[src/rtl/trail_stack.sv]
// Assignment trail for the DPLL solver: push/pop of decision/forced entries,
// decision-level tracking, and a self-running conflict backtrack that streams var_state events.
module trail_stack #(
  parameter int DEPTH    = 256,
  parameter int VAR_BITS = 8,
  parameter int CNT_BITS = $clog2(DEPTH + 1)
) (
  input  logic                clock,
  input  logic                reset,
  input  logic                push,
  input  logic [VAR_BITS-1:0] var_in,
  input  logic                val_in,
  input  logic                type_in,
  input  logic                pop,
  input  logic                backtrack_start,
  output logic [VAR_BITS-1:0] var_out,
  output logic                val_out,
  output logic                type_out,
  output logic                empty,
  output logic                full,
  output logic [CNT_BITS-1:0] count,
  output logic [CNT_BITS-1:0] level,
  output logic                busy,
  output logic                unassign_valid,
  output logic                flip_valid,
  output logic [VAR_BITS-1:0] ev_var,
  output logic                ev_val,
  output logic                bt_done,
  output logic                bt_unsat,
  output logic                overflow
);
  localparam int ADDR_BITS = (DEPTH > 1) ? $clog2(DEPTH) : 1;
  localparam int ENTRY_W   = VAR_BITS + 2;

  typedef enum logic {S_IDLE, S_BT} state_t;

  state_t                state_q, state_d;
  logic [CNT_BITS-1:0]   count_q, count_d;
  logic [CNT_BITS-1:0]   level_q, level_d;
  logic                  overflow_q, overflow_d;
  logic                  unassign_q, unassign_d;
  logic                  flip_q, flip_d;
  logic                  done_q, done_d;
  logic                  unsat_q, unsat_d;
  logic [VAR_BITS-1:0]   ev_var_q, ev_var_d;
  logic                  ev_val_q, ev_val_d;

  logic [ENTRY_W-1:0]    mem_q [DEPTH];
  logic                  wr_en;
  logic [ADDR_BITS-1:0]  wr_idx;
  logic [ENTRY_W-1:0]    wr_data;

  logic [ADDR_BITS-1:0]  top_idx;
  logic [ENTRY_W-1:0]    top_entry;
  logic                  empty_w, full_w;

  assign empty_w   = (count_q == '0);
  assign full_w    = (count_q == CNT_BITS'(DEPTH));
  assign top_idx   = ADDR_BITS'(count_q - CNT_BITS'(1));
  assign top_entry = empty_w ? '0 : mem_q[top_idx];

  assign var_out        = top_entry[ENTRY_W-1:2];
  assign val_out        = top_entry[1];
  assign type_out       = top_entry[0];
  assign empty          = empty_w;
  assign full           = full_w;
  assign count          = count_q;
  assign level          = level_q;
  assign busy           = (state_q == S_BT);
  assign unassign_valid = unassign_q;
  assign flip_valid     = flip_q;
  assign bt_done        = done_q;
  assign bt_unsat       = unsat_q;
  assign ev_var         = ev_var_q;
  assign ev_val         = ev_val_q;
  assign overflow       = overflow_q;

  always_comb begin
    state_d    = state_q;
    count_d    = count_q;
    level_d    = level_q;
    overflow_d = overflow_q;
    unassign_d = 1'b0;
    flip_d     = 1'b0;
    done_d     = 1'b0;
    unsat_d    = 1'b0;
    ev_var_d   = '0;
    ev_val_d   = 1'b0;
    wr_en      = 1'b0;
    wr_idx     = top_idx;
    wr_data    = {var_in, val_in, type_in};

    unique case (state_q)
      S_IDLE: begin
        if (backtrack_start) begin
          if (empty_w) unsat_d = 1'b1;
          else         state_d = S_BT;
        end else if (push && pop && !empty_w) begin
          wr_en   = 1'b1;
          level_d = level_q + CNT_BITS'(!type_in) - CNT_BITS'(!type_out);
        end else if (push) begin
          if (full_w) begin
            overflow_d = 1'b1;
          end else begin
            wr_en   = 1'b1;
            wr_idx  = ADDR_BITS'(count_q);
            count_d = count_q + CNT_BITS'(1);
            level_d = level_q + CNT_BITS'(!type_in);
          end
        end else if (pop && !empty_w) begin
          count_d = count_q - CNT_BITS'(1);
          level_d = level_q - CNT_BITS'(!type_out);
        end
      end
      S_BT: begin
        if (empty_w) begin
          unsat_d = 1'b1;
          state_d = S_IDLE;
        end else if (type_out) begin
          count_d    = count_q - CNT_BITS'(1);
          unassign_d = 1'b1;
          ev_var_d   = var_out;
        end else begin
          // Nearest decision is flipped in place and becomes a forced entry.
          wr_en    = 1'b1;
          wr_data  = {var_out, ~val_out, 1'b1};
          level_d  = level_q - CNT_BITS'(1);
          flip_d   = 1'b1;
          done_d   = 1'b1;
          ev_var_d = var_out;
          ev_val_d = ~val_out;
          state_d  = S_IDLE;
        end
      end
      default: state_d = S_IDLE;
    endcase
  end

  always_ff @(posedge clock) begin
    if (reset) begin
      state_q    <= S_IDLE;
      count_q    <= '0;
      level_q    <= '0;
      overflow_q <= 1'b0;
      unassign_q <= 1'b0;
      flip_q     <= 1'b0;
      done_q     <= 1'b0;
      unsat_q    <= 1'b0;
      ev_var_q   <= '0;
      ev_val_q   <= 1'b0;
    end else begin
      state_q    <= state_d;
      count_q    <= count_d;
      level_q    <= level_d;
      overflow_q <= overflow_d;
      unassign_q <= unassign_d;
      flip_q     <= flip_d;
      done_q     <= done_d;
      unsat_q    <= unsat_d;
      ev_var_q   <= ev_var_d;
      ev_val_q   <= ev_val_d;
    end
  end

  // Entry storage needs no reset: everything above count is don't-care.
  always_ff @(posedge clock) begin
    if (wr_en && !reset) mem_q[wr_idx] <= wr_data;
  end

endmodule

[config.mk]
export PLATFORM = sky130hd
export DESIGN_NAME = trail_stack
export DESIGN_NICKNAME = d
export VERILOG_FILES = /design/src/rtl/trail_stack.sv
export SDC_FILE = /design/constraint.sdc
export NUM_CORES = 2
export LEC_CHECK = 0
export ABC_CLOCK_PERIOD_IN_PS = 20800
export BUFFER_PORTS_ARGS = -buffer_cell sky130_fd_sc_hd__buf_2
export CORE_UTILIZATION = 29
export CTS_CLUSTER_DIAMETER = 120
export DETAILED_ROUTE_END_ITERATION = 10
export GPL_ROUTABILITY_DRIVEN = 1
export PLACE_DENSITY = 0.52
export SLEW_MARGIN = 20
export SYNTH_ARGS = -nofsm -noshare
export SYNTH_HDL_FRONTEND = slang
export SYNTH_SLANG_ARGS = --single-unit
[constraint.sdc]
create_clock -name clock -period 20.8 [get_ports clock]
set_input_delay 4.16 -clock clock [delete_from_list [all_inputs] [get_ports clock]]
set_output_delay 4.16 -clock clock [all_outputs]
set_load 0.005 [all_outputs]
==> flow_metrics.py <==
metrics = {
    "status": {
        "outcome": "completed",
    },
    "power": {
        "worst_ir_drop_vdd_v": 0.000275,
        "total_power_w": 0.0193,
        "combPwrFrac_pct": 41.4,
        "p_switching_w": 0.00748,
        "power_per_cell_area_nw_per_um2": 161,
        "p_sw_share_pct": 38.8,
        "seqPwrFrac_pct": 34.1,
        "p_int_w": 0.0118,
        "leakage_nw": 36.3,
        "pwr-share-clk_pct": 24.5,
    },
    "critical_path": {
        "slowest_stage": "ha_4",
        "cp.required_ns": 16.64,
        "cp-start-kind": "register",
        "path_buf_inv": 6,
        "crit_chain": "inv_1, buf_4, ha_4, buf_4, buf_4, mux4_2, mux4_2, mux2i_1, mux2i_1, mux2_2, o21ai_0, buf_4, nor2_1, buf_2",
        "r2r_start": "count[0]$_SDFFE_PP0P_",
        "end_kind": "primary output",
        "path_max_fanout": 49,
        "r2r_slack_ns": 11.45,
        "max_stage_delay_ns": 0.87,
        "crit_top_cell": "buf_4",
        "critPathArrivalTime_ns": 8.01,
        "critPathLaunch": "count[0]$_SDFFE_PP0P_",
        "crit_type": "reg2out",
        "crit_family": "buffers and inverters",
    },
    "cts": {
        "clk_latency_ns": 0.88,
        "postCtsResizedCells": 0,
        "cts_buffers": 279,
        "clk_pin_slew_ns": 0.06,
        "clock_sinks": 2592,
        "post-cts-setup-buffer-count": 0,
        "htreeDepth": 5,
        "cts_root_buf": "clkbuf_16",
        "clockBufferDepth": 4,
        "cts_tree": "built",
        "hold_buffers": 0,
    },
    "synthesis": {
        "ys.flop_type": "edfxtp_1",
        "synth_area_um2": 103000,
        "synth.avg_cell_area_um2": 22.3,
        "synth_seq_area_share_pct": 75.4,
        "synthDistinctLibCells": 77,
        "synth_edf_count": 2560,
        "synth-async-reset-ratio_pct": 0,
        "syn_nets": 4634,
        "syn_inst": 4609,
        "synth_seq_cells": 2592,
        "yosysWarnings": 0,
    },
    "detailed_routing": {
        "route.detailed.wl_per_inst_um": 28.2,
        "vias": 49300,
        "firstDrtPassIters": 5,
        "ant_nets": 0,
        "drt_iter0_drc": 5333,
        "wirelength_um": 278000,
        "drc": 0,
        "vias_per_cell": 5.00,
    },
    "die": {
        "start_util_pct": 29.1,
        "dieArea_um2": 357000,
        "ios": 60,
        "core_area_um2": 353000,
        "rows": 218,
        "die_height_um": 597,
        "fp.dieW_um": 597,
    },
    "cells_and_area": {
        "fin_util_pct": 33.9,
        "multi_input_area_um2": 24900,
        "drive_above_1_share_pct": 33.0,
        "nets": 4943,
        "seqCellArea_um2": 77500,
        "nFillCells": 32800,
        "syn_to_final_growth_pct": 16.3,
    },
    "global_route": {
        "grt_pass1_wl_um": 395000,
        "overflow": 0,
        "grt_max_degree": 190,
        "grt_pass1_vias": 50300,
        "antenna_found_initial": 5,
        "grt_use_total_pct": 15.4,
    },
    "timing": {
        "drv_slew": 0,
        "period_share_pct": 58.5,
        "post-route-min-period_ns": 12.17,
        "finClkSkew_ns": 0.0879,
        "rsz0062_at_grt": "no",
        "timing.slew.headroom_pct": 22.0,
        "finalSetupViolations": 0,
        "hold_viol": 0,
        "tightest_slew_ns": 1.17,
        "max_freq_mhz": 82.2,
        "setup_tns_ns": 0,
    },
    "min_path": {
        "worstHoldPathType": "reg2reg",
        "min-delay-start": "overflow$_SDFFE_PP0P_",
    },
    "placement": {
        "portBuffers": 59,
        "post-dp-hpwl_um": 167000,
        "finalWeightedCongestion": 0.813,
    },
    "job": {
        "cap_violations": 0,
    },
}
-- final timing paths --
kind                            depth (start not counted)                       to
worst max-delay path                                   14               var_out[6]
worst min-delay path                                    2    overflow$_SDFFE_PP0P_
worst max register to register                         18  mem_q[184][6]$_DFFE_PP_
worst min register to register                          2    overflow$_SDFFE_PP0P_
-- layout make-up --
class | instances | area share (%)
flip-flops and latches | 2592 | 64.9
multi-input cells | 1700 | 20.8
clock buffers | 349 | 6.17
well taps | 4730 | 4.95
repair buffers | 322 | 2.12
clock inverters | 134 | 0.991
inverters | 23 | 0.0722
diodes | 4 | 0.00838
-- per-stage QoR --
stage          setup WS, ns  cell area, um2  cells  hold WS [ns]
2_1_floorplan          4.26          103000   4609         0.460
3_3_place_gp           9.13          110000   9362         0.517
3_5_place_dp           9.39          111000   9363         0.522
4_1_cts                8.44          119000   9846         0.538
5_1_grt                8.48          120000   9851         0.562
6_report               8.63          120000   9854         0.534
-- Yosys cell counts, types with 3 or more instances --
master	number	share of area, %
o211a_1	3	0.029
nor3_1	210	1.0
xnor2_1	10	0.085
and3_1	5	0.030
xor2_1	3	0.026
nand2_1	118	0.43
nand3_1	37	0.18
o211ai_1	3	0.022
nor3b_1	11	0.080
nor2_1	90	0.33
or4_1	5	0.037
o21a_1	5	0.037
a32oi_1	3	0.026
o31a_1	5	0.043
o22ai_1	10	0.061
edfxtp_1	2560	75
nor2b_1	4	0.024
clkbuf_1	127	0.46
a31oi_1	11	0.067
a211oi_1	6	0.044
mux2_2	11	0.12
o2bb2ai_1	3	0.026
o31ai_1	15	0.11
a22oi_1	5	0.037
nor4_1	5	0.030
or2_2	3	0.018
buf_1	13	0.047
o21ai_1	6	0.029
mux4_2	782	17
mux2_1	6	0.066
ha_1	10	0.12
mux2i_1	138	1.3
inv_1	22	0.080
buf_2	117	0.57
and2_1	3	0.018
buf_6	25	0.27
dfxtp_1	32	0.62
nand2b_1	8	0.049
a41oi_1	3	0.026
nor3_2	60	0.58
buf_4	12	0.088
o21ai_0	35	0.17
a21oi_1	25	0.12
-- logic make-up (layout without fill, tap and decap cells) --
kind of cell	count (synthesis)	after routing	synth area share, %
simple gates	570	570	2.94
mux	938	938	18.7
other cells	0	4	0
xor+xnor	16	16	0.169
fa+ha+maj	10	10	0.122
flops	2592	2592	75.4
compound gates	166	166	1.15
buf+inv	317	828	1.53
-- cell usage in the layout, fill, tap and decap left out, drive strengths merged, types with 41 or more instances in the layout --
cell type / count
clkinv: 105
mux2i: 138
nor3: 270
buf: 322
nor2: 90
o21ai: 41
nand2: 118
clkbuf: 349
edfxtp: 2560
mux4: 783
-- worst register-to-register path: cells and delay by family (launching register included) --
family	cells	cell delay, ns
compound gates	4	1.91
flops	1	0.81
mux	1	0.18
simple gates	3	0.47
buf+inv	9	4.83
fa+ha+maj	1	0.88
-- power groups by stage --
stage / Combinational, W / Sequential [W] / Clock, W
2_1_floorplan: 0.00442 / 0.00702 / 0
3_3_place_gp: 0.00790 / 0.00668 / 0
3_5_place_dp: 0.00801 / 0.00668 / 0
4_1_cts: 0.00802 / 0.00657 / 0.00483
5_1_grt: 0.00832 / 0.00658 / 0.00502
6_report: 0.00798 / 0.00657 / 0.00473
-- sequential cells by signal (all words and copies together) (netlist names), 8 cells and up --
name,count
level,9
mem_q,2560
count,9
ev_var,8
-- routing by layer --
layer / wire [um] / vias up / track usage [%]
met1: 120000 / 27200 / 21.3
li1: - / 20300 / -
met5: 0 / - / 0
met4: 6660 / 0 / 3.90
met2: 134000 / 1539 / 25.2
met3: 16400 / 346 / 2.55
Note: power is estimated with default switching activity, not from simulation.
